## src/rtl/prog_sequencer.sv

```systemverilog
// Program-level fetch controller: selects a resident program, owns the PC,
// applies branch targets and enforces a RUN-cycle watchdog.
module prog_sequencer #(
    parameter logic [9:0]  START1     = 10'd0,
    parameter logic [9:0]  START2     = 10'd256,
    parameter logic [9:0]  START3     = 10'd512,
    parameter logic [15:0] MAX_CYCLES = 16'd65535
) (
    input  logic        Clk,
    input  logic        Reset,
    input  logic        Start,
    input  logic [1:0]  ProgSel,
    input  logic        BranchTaken,
    input  logic [9:0]  Target,
    input  logic        Halt,
    output logic [1:0]  ProgState,
    output logic [9:0]  PC,
    output logic        Busy,
    output logic        Done,
    output logic        Timeout,
    output logic [15:0] CycleCount
);

    typedef enum logic [1:0] {
        S_IDLE,
        S_LOAD,
        S_RUN,
        S_DONE
    } state_t;

    localparam logic [15:0] LAST_CYCLE = MAX_CYCLES - 16'd1;

    state_t      state_q, state_d;
    logic [9:0]  pc_q, pc_d;
    logic [1:0]  prog_q, prog_d;
    logic [15:0] cnt_q, cnt_d;
    logic        timeout_q, timeout_d;
    logic [15:0] cnt_inc;

    // Saturating increment; the watchdog normally ends the run long before this matters.
    assign cnt_inc = (cnt_q == 16'hFFFF) ? cnt_q : cnt_q + 16'd1;

    always_comb begin
        // NOTE: every signal gets a default before the case so no path leaves it unassigned (no latches).
        state_d   = state_q;
        pc_d      = pc_q;
        prog_d    = prog_q;
        cnt_d     = cnt_q;
        timeout_d = timeout_q;

        unique case (state_q)
            S_IDLE: begin
                if (Start && (ProgSel != 2'd0)) begin
                    state_d   = S_LOAD;
                    prog_d    = ProgSel;
                    cnt_d     = 16'd0;
                    timeout_d = 1'b0;
                end
            end
            S_LOAD: begin
                unique case (prog_q)
                    2'd1:    pc_d = START1;
                    2'd2:    pc_d = START2;
                    default: pc_d = START3;
                endcase
                state_d = S_RUN;
            end
            S_RUN: begin
                cnt_d = cnt_inc;
                if (Halt) begin
                    state_d = S_DONE;
                end else if (cnt_q == LAST_CYCLE) begin
                    state_d   = S_DONE;
                    timeout_d = 1'b1;
                end else if (BranchTaken) begin
                    pc_d = Target;
                end else begin
                    pc_d = pc_q + 10'd1;
                end
            end
            S_DONE: begin
                // Four-phase handshake: Start must drop before another run can begin.
                if (!Start) begin
                    state_d   = S_IDLE;
                    prog_d    = 2'd0;
                    timeout_d = 1'b0;
                end
            end
            default: state_d = S_IDLE;
        endcase
    end

    // NOTE: sequential state uses non-blocking assignments so all flops update together at the edge.
    always_ff @(posedge Clk or posedge Reset) begin
        if (Reset) begin
            state_q   <= S_IDLE;
            pc_q      <= 10'd0;
            prog_q    <= 2'd0;
            cnt_q     <= 16'd0;
            timeout_q <= 1'b0;
        end else begin
            state_q   <= state_d;
            pc_q      <= pc_d;
            prog_q    <= prog_d;
            cnt_q     <= cnt_d;
            timeout_q <= timeout_d;
        end
    end

    assign ProgState  = prog_q;
    assign PC         = pc_q;
    assign Busy       = (state_q == S_LOAD) || (state_q == S_RUN);
    assign Done       = (state_q == S_DONE);
    assign Timeout    = timeout_q;
    assign CycleCount = cnt_q;

endmodule

```

## config.mk

```make
export PLATFORM = sky130hd
export DESIGN_NAME = prog_sequencer
export DESIGN_NICKNAME = d
export VERILOG_FILES = /design/src/rtl/prog_sequencer.sv
export SDC_FILE = /design/constraint.sdc
export NUM_CORES = 1
export LEC_CHECK = 0
export CAP_MARGIN = 30
export CORE_MARGIN = 3
export CORE_UTILIZATION = 36
export DETAILED_ROUTE_END_ITERATION = 8
export SLEW_MARGIN = 20
export SYNTH_ARGS = -nofsm -noshare
export SYNTH_HDL_FRONTEND = slang
export SYNTH_SLANG_ARGS = --single-unit
```

## constraint.sdc

```tcl
create_clock -name Clk -period 2.3 [get_ports Clk]
set_clock_uncertainty 0.1 [all_clocks]
set_input_delay 0.345 -clock Clk [delete_from_list [all_inputs] [get_ports Clk]]
set_output_delay 0.345 -clock Clk [all_outputs]
set_load 0.03 [all_outputs]
```

* After elaboration in Yosys (flattened, before gate mapping)
Index checks and enable logic that the tools add are counted.
** Cells by class
- Add/sub/neg operators :: 2
- Equal/unequal tests :: 14
- Mux-type cells :: 20
- Reductions and logical operators :: 13
** Operator list (number)
- $pmux 10 s2 :: 2
- $eq 16x16->1 const B :: 2
- $mux 16 :: 2
- $pmux 16 s2 :: 1
- $mux 10 :: 3
- $add 16x1->16 const B :: 1
- $ne 2x2->1 const B :: 6
- $reduce_and 3->1 :: 4
- $add 10x1->10 const B :: 1
- $mux 2 :: 5
- $pmux 2 s4 :: 1
- $reduce_bool 2->1 :: 4
- $eq 2x2->1 const B :: 3
- $reduce_and 5->1 :: 1
- $eq 2x1->1 const B :: 2
- $mux 1 :: 4
- $pmux 2 s2 :: 1
- $ne 3x3->1 const B :: 1
- $pmux 1 s3 :: 1
- $reduce_bool 3->1 :: 1
- $logic_not 2->1 :: 1
- $logic_and 1x1->1 :: 1
- $logic_or 1x1->1 :: 1
** Storage, ports and cells
- Flip-flop bits (word level) :: 31
- Bits of input ports :: 17

* Longest topological paths before layout
Gate-level depths: netlist of the first run.
- Depth after elaboration :: 5
- Depth in mapped cells :: 9
- Depth with buffers taken out :: 6

* Worst setup path before layout of the first run
Ideal clock, no wire load.
- Path kind :: register -> register
- Start point :: register cnt_q[8], in the netlist CycleCount[8]
- End point :: register cnt_q[11], in the netlist CycleCount[11]
- Library setup time :: 77 ps
- Data arrival time :: 1910 ps
- Slack :: 213 ps
- Stages on the path, launching flop included :: 6
- Path buffers :: 1
- Clock period less this slack :: 2087 ps
- Cells stage by stage :: dfrtp_1 nand3_1 or3_1 clkbuf_2 or4_1 a21oi_1
** On the way
- Longest elaborated chain between the ends :: 3
- Elaborated cells between the ends (all ways) :: 6
- Those cells by class :: add/sub (1); eq/ne (2); mux (2); reduce/logical (1)
** Ends and longest elaborated chain
- start: declaration :: line 36 : logic [15:0] cnt_q, cnt_d;
- start signal: assignment :: line 105 : cnt_q <= cnt_d;
- $add 16x1->16 / $eq 16x16->1 (equally long branches) :: line 41 : assign cnt_inc = (cnt_q == 16'hFFFF) ? cnt_q : cnt_q + 16'd1;
- $mux 16 / $ne 2x2->1 (equally long branches)
- $pmux 16 s2 / $reduce_and 3->1 (equally long branches)
Several ways; a longest one is shown, not always the timed one. The select of a mux whose other input is x is not followed.
A chain may end at the register's enable or synchronous reset.

* Worst setup path in the final report of the first run
- Start point :: register state_q[1]
- End point :: output port Busy
** On the way
- Longest elaborated chain between the ends :: 2
- Elaborated cells between the ends (all ways) :: 3
- Those cells by class :: eq/ne (2); reduce/logical (1)
** Ends and longest elaborated chain
- start: declaration :: line 33 : state_t state_q, state_d;
- start signal: assignment :: line 102 : state_q <= state_d;
- $eq 2x1->1 / $eq 2x2->1 (equally long branches) :: line 112 : assign Busy = (state_q == S_LOAD) || (state_q == S_RUN);
- $logic_or 1x1->1 (*) :: line 112
- end: declaration :: line 18 : output logic Busy,
Every way passes the cells marked *; elsewhere a longest branch is shown, timed or not.

==> impl_results.md, run 1 <==
- Slew headroom: 0.6197
- CTS buffer count: 5
- Synth Area in Simple Gates: 0.2602
- Crit path required time: ~1.9 ns
- Netlist Area Pre-Place: 0.002121 sq mm
- PortBufs: 47
- Hold Buf Count CTS: 0
- Fmax: roughly 460 MHz
- Sequential area share after synthesis: 0.3658
- Syn Inst Count: 240
- Kind of end point of the critical path: output port
- Worst Tran Pin Value: 0.5667 ns
- Synth Area in XOR/XNOR: 0
- Initial core utilization: 0.3782
- Reg2Reg Launch Point: state_q[0]
- Worst Hold Margin: 0.3456 ns
- Crit-path slowest cell: clkdlybuf4s50_1
- Worst Path Max Fanout: 4
- DIE AREA: 0.006848 sq mm
- Delay-heaviest family, CP: buffers and inverters
- Final core utilization: 0.5219
- Final Cycle Share: 0.9453
- GRT Total Usage: 0.1780
- Net count after synthesis: about 270
- Vias in the first global route: 2,000
- Share of power burned in registers: 0.308
- Mux contribution to synthesized area: 0.06726
- Clock tree root driver cell: clkbuf_8
- Async S/R FF share, synth: 1.000
- CP max stage delay: 0.67 ns
- ANT nets after route: 0
- Worst reg-to-reg setup slack: approximately 0.22 ns
- Outcome: finished, final reports clean
- PD cells: around 900 mW/mm^2
- P_sw: 1.155 mW
- Post-placement cell count: around 370
- CTS tree: done
- Final Hold Viols: 0
- Vias per cell: around 5.5
- GR Overflow Total: 0
- Synth Area in Compound Gates: 0.2218
- # rows: 27
- Largest family of logic cells by synthesized area: simple AND/OR/NAND/NOR gates
- Share of cells above drive strength 1: 0.1262
- R2R Path End: CycleCount[9]
- DR DRC count: 0
- Worst skew pair latency: roughly 0.28 ns
- Post-Layout Cell Count: about 380
- Clock-pin slew reported for the worst setup and hold paths after clock tree synthesis: roughly 0.070 ns
- First-pass GRT wire length: approximately 9.4 mm
- Max_cap viols: 0
- DR iter-0 viols: 69
- Largest net degree at the start of global routing: 32
- Sw frac: 0.4315
- Post-CTS Repair Setup Buffers: 0
- Max-slew violation count: 0
- CP arrival: ~1.7 ns
- Yosys reg bits: 31
- Pleak: approximately 1.2 nW
- Routed wire length: 5.571 mm
- YS warnings: 0
- Final Net Count: 335
- H-tree levels: 2
- Primary FF master, synth: dfrtp_1
- CP startpoint kind: flip-flop
- Die W: between 80 and 90 um
- CTS max path bufs: 2
- Mean post-synth cell area: about 8.8 sq um
- CP bufs+invs: 2
- Worst vdd ir: 0.0006600 V
- CTS sink count: 31
- Final setup viols: 0
- First-pass iteration count of the detailed router: 4
- Die height: about 83 um
- Worst hold path class: in2async
- Initial antenna violation count: 0
- Average wire per standard cell: 14.62 um
- Setup TNS Final: 0 ns
- Final total power: 2.676 mW
- Fin crit period: 2.174 ns
- Detailed placement HPWL: ~4.2 mm
- Worst setup path category: reg2out
- Core region area: 0.005608 sq mm
- Gp weighted congestion: 0.8104
- Cells along the critical path: inv_1 -> ha_1 -> clkdlybuf4s50_1
- Layout area overhead: 37.99%
- Clock share of power: 0.164
- # diodes: 0
- EDFF count, synth: 0
- P_int: 1.521 mW
- Io pins: 48
- RSZ-0062 raised after global routing: no
- Unique masters post-synth: 46
- Synth Area in Adders: 0.05310
- Vias after detailed routing: ~2,100
- FF-to-FF path depth: 6
- Comb power frac: 0.528
## metrics by stage
step / setup slack [ns] / instance area [sq um]
after floorplan: 0.2127 / 2121
after global placement: 0.1329 / 2836
after detailed placement: 0.08679 / 2836
after CTS: 0.1046 / 2924
after global routing: 0.02710 / 2927
final: 0.1258 / 2927
## cells by family (layout without fill, tap and decap cells)
family          count (synthesis)  after routing
buf+inv                        17             86
fa+ha+maj                       9              9
simple gates                  103            103
mux                            14             14
flops                          31             31
compound gates                 66             66
## synthesized netlist by cell type (2+ instances only)
cell type,instances,area (sq um)
a211oi_1,12,90.09
a21o_1,4,30.03
a21oi_1,11,55.05
a221o_1,2,20.02
clkbuf_1,6,22.52
clkbuf_2,2,10.01
dfrtp_1,31,775.7
ha_1,9,112.6
inv_1,8,30.03
mux2_2,2,22.52
mux2i_1,12,120.1
nand2_1,29,108.9
nand2b_1,11,68.82
nand3_1,14,70.07
nand4_1,4,25.02
nand4_2,2,25.02
nor2_1,10,37.54
nor2b_1,9,56.30
nor3_1,7,35.03
nor4_1,4,25.02
o211ai_1,5,37.54
o21ai_0,9,45.04
o21ai_1,2,10.01
o31a_1,3,26.28
o31ai_1,6,45.04
o41a_1,2,22.52
or3_1,2,12.51
or4_1,4,30.03
## sequential cells by signal (all words and copies together), names as in the netlist
name	flops
CycleCount	16
PC	10
ProgState	2
Timeout	1
state_q	2
## tightest hold or removal path, stage by stage
cell and delay [ns]:
clkdlybuf4s50_1 0.39, inv_1 0.05, buf_4 0.36
## power groups by stage
stage	Clock [mW]	Sequential, mW	Combinational [mW]
2_1_floorplan	0	1.01	0.699
3_3_place_gp	0	0.835	1.41
3_5_place_dp	0	0.834	1.42
4_1_cts	0.452	0.823	1.43
5_1_grt	0.483	0.854	1.56
6_report	0.438	0.825	1.41
## placed cells by master (no fill, tap or decap), types with 2 or more instances in the layout
cell type         n
o21ai_0           9
o31ai_1           6
a221o_1           2
o21ai_1           2
mux2i_1          12
o211ai_1          5
nor2b_1           9
nand4_1           4
clkdlybuf4s50_1  47
dfrtp_1          31
nand4_2           2
a21o_1            4
o31a_1            3
ha_1              9
a211oi_1         12
nand2_1          29
nor2_1            9
nor4_1            4
clkbuf_8          6
mux2_2            2
inv_1             8
nand2b_1         11
or4_1             4
o41a_1            2
a21oi_1          11
nand3_1          14
buf_4            23
nor3_1            7
or3_1             2
## cell type report
type                    count  area, sq um
multi-input cells         192         1280
clock buffers               6        82.58
well taps                  72        90.09
inverters                   8        30.03
fillers                   566         2681
clock inverters             1        5.005
repair buffers             71        663.1
flip-flops and latches     31        775.7
## repair_timing
action                                  in CTS  in global routing
gates resized for setup                      0                  1
hold endpoints to repair                     0                  0
endpoints found under the setup margin       0                  1
## worst max path at each step
stage                        startpoint        endpoint  slack (ns)  depth (start not counted)
after floorplan           CycleCount[8]  CycleCount[11]        0.21                          5
after global placement       state_q[0]   CycleCount[1]        0.13                          7
after detailed placement     ProgSel[1]   CycleCount[9]        0.09                          5
after CTS                    state_q[0]   CycleCount[1]        0.10                          7
after global routing         state_q[1]            Busy        0.03                          3
final                        state_q[1]            Busy        0.13                          3
## routing by layer
metal  vias to the layer above  track usage  wire [um]
li1                       1050            -          -
met1                       991       0.2321       2607
met2                        43       0.2973       2631
met3                         7      0.03796        270
met4                         0      0.04902         61
met5                         -            0          0
No activity file was read; power rests on OpenSTA's default activity.
==> run 2: changes to the inputs <==
Settings changed: DONT_BUFFER_PORTS set to 1.
==> run 2 against run 1 <==
Net effect: combinational power down 27%; clock-buffer cell count is 2 higher; critical path depth rose by 3; largest cell class unchanged.
==> impl_results.md, run 2 (synthesis gave the netlist of run 1 again) <==
- Outcome: finished, final reports clean
- Final Cycle Share: 0.9122
- Vias in the first global route: approximately 1,900
- Worst Tran Pin Value: between 0.6 and 0.7 ns
- GRT Total Usage: 0.1685
- Worst setup path category: reg2reg
- Io pins: 48
- PortBufs: 0
- Initial antenna violation count: 0
- CP startpoint kind: flip-flop
- Kind of end point of the critical path: flip-flop
- Worst vdd ir: approximately 0.00040 V
- Max reg flops: 16
- Clock tree root driver cell: clkbuf_8
- Core region area: 0.005608 sq mm
- H-tree levels: 2
- First-pass iteration count of the detailed router: 4
- RSZ-0062 raised after global routing: no
- ANT nets after route: 0
- # rows: 27
- Fin crit period: about 2.1 ns
- Commonest cells after routing, fill and taps aside: 31 x dfrtp_1, 29 x nand2_1, 29 x buf_4
- Average wire per standard cell: 16.30 um
- Layout area overhead: 18.05%
- Area occupied by multi-input gates: between 0.001 and 0.0015 sq mm
- Final Hold Viols: 0
- Die height: roughly 83 um
- Routed wire length: 5.557 mm
- CTS buffer count: 5
- Crit path required time: approximately 2.4 ns
- Vias after detailed routing: slightly below 2,000
- Final Net Count: ~290
- CTS tree: done
- Final core utilization: 0.4465
- Post-CTS Repair Setup Buffers: 0
- GR Overflow Total: 0
- Slew headroom: 0.5965
- CTS sink count: 31
- DIE AREA: about 0.0068 sq mm
- Final setup viols: 0
- CTS max path bufs: 2
- # diodes: 0
- Clock-pin slew reported for the worst setup and hold paths after clock tree synthesis: about 0.060 ns
- PD cells: approximately 990 mW/mm^2
- Vias per cell: about 5.8
- DR iter-0 viols: 117
- First-pass GRT wire length: 8.832 mm
- Fmax: ~480 MHz
- Commonest non-fill, non-tap cell in the layout: dfrtp_1
- FF/Latch Area: between 700 and 800 sq um
- Die W: ~83 um
- Pleak: 1.080 nW
- Worst Path Max Fanout: 8
- Share of cells above drive strength 1: 0.1636
- CP arrival: between 2 and 2.5 ns
- Max_cap viols: 0
- DR DRC count: 0
- Largest net degree at the start of global routing: 32
- Fill count: around 570
- Worst skew pair latency: about 0.28 ns
- Gp weighted congestion: between 0.8 and 0.9
- Detailed placement HPWL: 4.074 mm
- Worst hold path class: in2reg
- Setup TNS Final: 0 ns
- Max-slew violation count: 0
- Initial core utilization: 0.3782
- Worst Hold Margin: about 0.15 ns
-- run 2: power by group --
part	switching, mW	internal, mW
clock network	0.203	0.273
logic	0.616	0.416
registers	0.300	0.664
-- run 2: final timing paths --
| kind | start | endpoint | slack, ns | cells after the start |
|---|---|---|---|---|
| setup / recovery | state_q[0] | CycleCount[11] | 0.20 | 6 |
| hold / removal | ProgSel[1] | ProgState[1] | 0.15 | 2 |
| setup reg to reg | state_q[0] | CycleCount[11] | 0.20 | 6 |
| hold reg to reg | CycleCount[0] | CycleCount[0] | 0.47 | 3 |
| max in group asynchronous | Reset | PC[6] | 1.28 | 3 |
| min in group asynchronous | Reset | CycleCount[14] | 0.50 | 3 |
-- run 2: layout make-up --
| type | count | share of cell area |
|---|---|---|
| well taps | 72 | 0.03598 |
| inverters | 8 | 0.01199 |
| clock buffers | 8 | 0.03998 |
| repair buffers | 30 | 0.09095 |
| multi-input cells | 192 | 0.5112 |
| flip-flops and latches | 31 | 0.3098 |
-- run 2: metal layers --
metal  share of wire  track usage  up-vias
met2            0.47       0.2684       53
met3           0.060      0.03688        7
met1            0.46       0.2289      952
met4           0.012      0.04902        0
met5               0            0        -
li1                -            -      958
-- run 2: what timing repair did --
item	4_1_cts	5_1_grt
endpoints found under the hold margin	31	0
endpoints found under the setup margin	0	1
hold buffers	1	0
gates resized for setup	0	1
-- run 2: through the flow --
step | instances | cell area (sq um) | worst slack (ns) | power, mW
after global routing | 341 | 2504 | 0.04695 | 2.646
after global placement | 332 | 2391 | 0.2428 | 1.980
final | 341 | 2504 | 0.2020 | 2.471
after detailed placement | 332 | 2391 | 0.1896 | 2.004
after CTS | 341 | 2501 | 0.1677 | 2.492
after floorplan | 240 | 2121 | 0.2127 | 1.706
-- run 2: worst max-delay path: stages (launching register included) --
cell      delay, ns
dfrtp_1        0.40
inv_1          0.12
ha_1           0.25
nor2b_2        0.26
o211ai_1       0.26
or4_1          0.48
a21oi_1        0.15
==> run 3: changes to the inputs <==
Clock period 2.3 ns to 2.45 ns, I/O delays scaled along.
==> run 3 against run 2 <==
Net effect: clock power down 17%; setup slack improved by 0.039 ns; sequential power down 2.7%; via count is 1.9% lower; clock-buffer cell count down 1; utilization decreased by 1.2 points.
==> impl_results.md, run 3 (synthesis gave the netlist of run 1 again) <==
- M2 GR Usage: 0.2636
- FF-to-FF path depth: 6
- Worst hold path class: in2reg
- Worst setup path category: reg2reg
- P_sw: 1.049 mW
- Final Hold Viols: 0
- Commonest non-fill, non-tap cell in the layout: dfrtp_1
- Reg2Reg Launch Point: state_q[0]
- Setup TNS Final: 0 ns
- Worst skew pair latency: 0.29 ns
- Outcome: finished, final reports clean
- Initial core utilization: 0.3782
- Initial antenna violation count: 0
- Hold Path End: ProgState[0]
- GR Overflow Total: 0
- Pleak: between 1 and 1.5 nW
- Final Cycle Share: 0.9016
- PortBufs: 0
- Fin crit period: about 2.2 ns
- RSZ-0062 raised after global routing: no
- Gp weighted congestion: 0.8445
- Slew headroom: 0.5685
- Crit-path slowest cell: or4_1
- Worst Hold Margin: around 0.18 ns
- DR DRC count: 0
- Hold-critical path depth: 2
- DIE AREA: ~0.0068 sq mm
- First-pass iteration count of the detailed router: 4
- Io pins: 48
- Worst Path Max Fanout: 8
- Layout area overhead: 14.93%
- Most used routing layer: met2
- Hold_sp: ProgSel[0]
- Core region area: about 0.0056 sq mm
- Die height: about 83 um
- GRT met3 Usage: 0.04338
- Fmax: 452.7 MHz
- Vias in the first global route: 1,865
- Fill count: approximately 570
- Average wire per standard cell: around 16 um
- Comb power frac: 0.398
- Vias after detailed routing: approximately 1,900
- CTS buffer count: 5
- GRT Total Usage: 0.1714
- Post_cts resized: 0
- Critical Path Start: state_q[0]
- Max-slew violation count: 0
- Die W: 82.76 um
- Worst Tran Pin Value: 0.6457 ns
- Detailed placement HPWL: 4.028 mm
- Worst reg-to-reg setup slack: around 0.24 ns
- First-pass GRT wire length: roughly 9.0 mm
- ANT nets after route: 0
- Area occupied by multi-input gates: 0.001277 sq mm
- Kind of end point of the critical path: flip-flop
- PD cells: roughly 900 mW/mm^2
- H-tree levels: 2
- # diodes: 0
- CTS tree: done
- DR iter-0 viols: around 110
- Cells along the critical path: inv_1 -> ha_1 -> o211a_2 -> o211ai_1 -> or4_1 -> a21oi_1
- FF/Latch Area: 775.7 sq um
- Met1 GRT Util: 0.2311
- Share of power burned in registers: 0.423
- Final Net Count: 288
- Vias per cell: a little under 6
- Commonest cells after routing, fill and taps aside: 31 x dfrtp_1, 29 x nand2_1, 23 x buf_4
- Worst vdd ir: 0.0004253 V
- Max_cap viols: 0
- Largest net degree at the start of global routing: 32
- Sw frac: 0.4731
- Crit path required time: 2.56 ns
- CTS sink count: 31
- CP startpoint kind: flip-flop
- CP max stage delay: around 0.48 ns
- CP arrival: around 2.3 ns
- Final setup viols: 0
- Clock-pin slew reported for the worst setup and hold paths after clock tree synthesis: around 0.07 ns
- CTS max path bufs: 2
- Clock tree root driver cell: clkbuf_8
- Routed wire length: roughly 5.4 mm
- Max reg flops: 16
- Share of cells above drive strength 1: 0.1369
- P_int: 1.169 mW
- R2R Path End: CycleCount[11]
- Clock share of power: 0.179
- # rows: 27
[run 3: cell types whose count changed in the layout (fill, tap and decap cells not counted), sizes merged]
cell    before  now
buf         29   23
clkbuf       8    7
clkinv       0    1
[run 3: per-stage QoR]
stage	total power [mW]	setup WS [ns]	utilization	cells	area, sq um
after floorplan	1.602	0.3627	-	240	2121
after global placement	1.823	0.3401	0.4183	326	2346
after detailed placement	1.837	0.2769	0.4183	326	2346
after CTS	2.237	0.2554	0.4346	335	2437
after global routing	2.381	0.03363	0.4346	335	2437
final	2.218	0.2411	0.4346	335	2437
[run 3: how the worst max path moves through the flow]
stage                     slack (ns)        endpoint  cells past startpoint
after floorplan                 0.36  CycleCount[11]                      5
after global placement          0.34   CycleCount[9]                      6
after detailed placement        0.28   CycleCount[9]                      6
after CTS                       0.26  CycleCount[11]                      6
after global routing            0.03   CycleCount[5]                      6
final                           0.24  CycleCount[11]                      6
[run 3: critical path: cells and delay by family (launching register included)]
kind                     cells  cell delay [ns]
adder cells (fa/ha/maj)      1             0.31
flip-flops                   1             0.40
AO/OA/AOI/OAI                3             0.71
AND/OR/NAND/NOR              1             0.48
buffers and inverters        1             0.12
[run 3: layout make-up]
class / count / share of cell area
multi-input cells: 192 / 0.5241
flip-flops and latches: 31 / 0.3183
repair buffers: 24 / 0.07495
well taps: 72 / 0.03696
clock buffers: 7 / 0.03131
inverters: 8 / 0.01232
clock inverters: 1 / 0.002053
[run 3: power by group through the flow]
stage | sequential [mW] | clock [mW] | combinational [mW]
final | 0.938 | 0.397 | 0.883
after detailed placement | 0.950 | 0 | 0.887
after CTS | 0.940 | 0.406 | 0.891
after global placement | 0.947 | 0 | 0.876
after global routing | 0.965 | 0.430 | 0.986
after floorplan | 0.946 | 0 | 0.656
[run 3: per-layer routing]
metal | vias up | share of wire
met4 | 0 | 0.013
met2 | 66 | 0.46
met3 | 7 | 0.074
li1 | 940 | -
met5 | - | 0
met1 | 920 | 0.45
[run 3: timing repair]
| action | 4_1_cts | 5_1_grt |
|---|---|---|
| setup buffers | 0 | 0 |
| hold buffers | 1 | 0 |
| hold endpoints to repair | 31 | 0 |
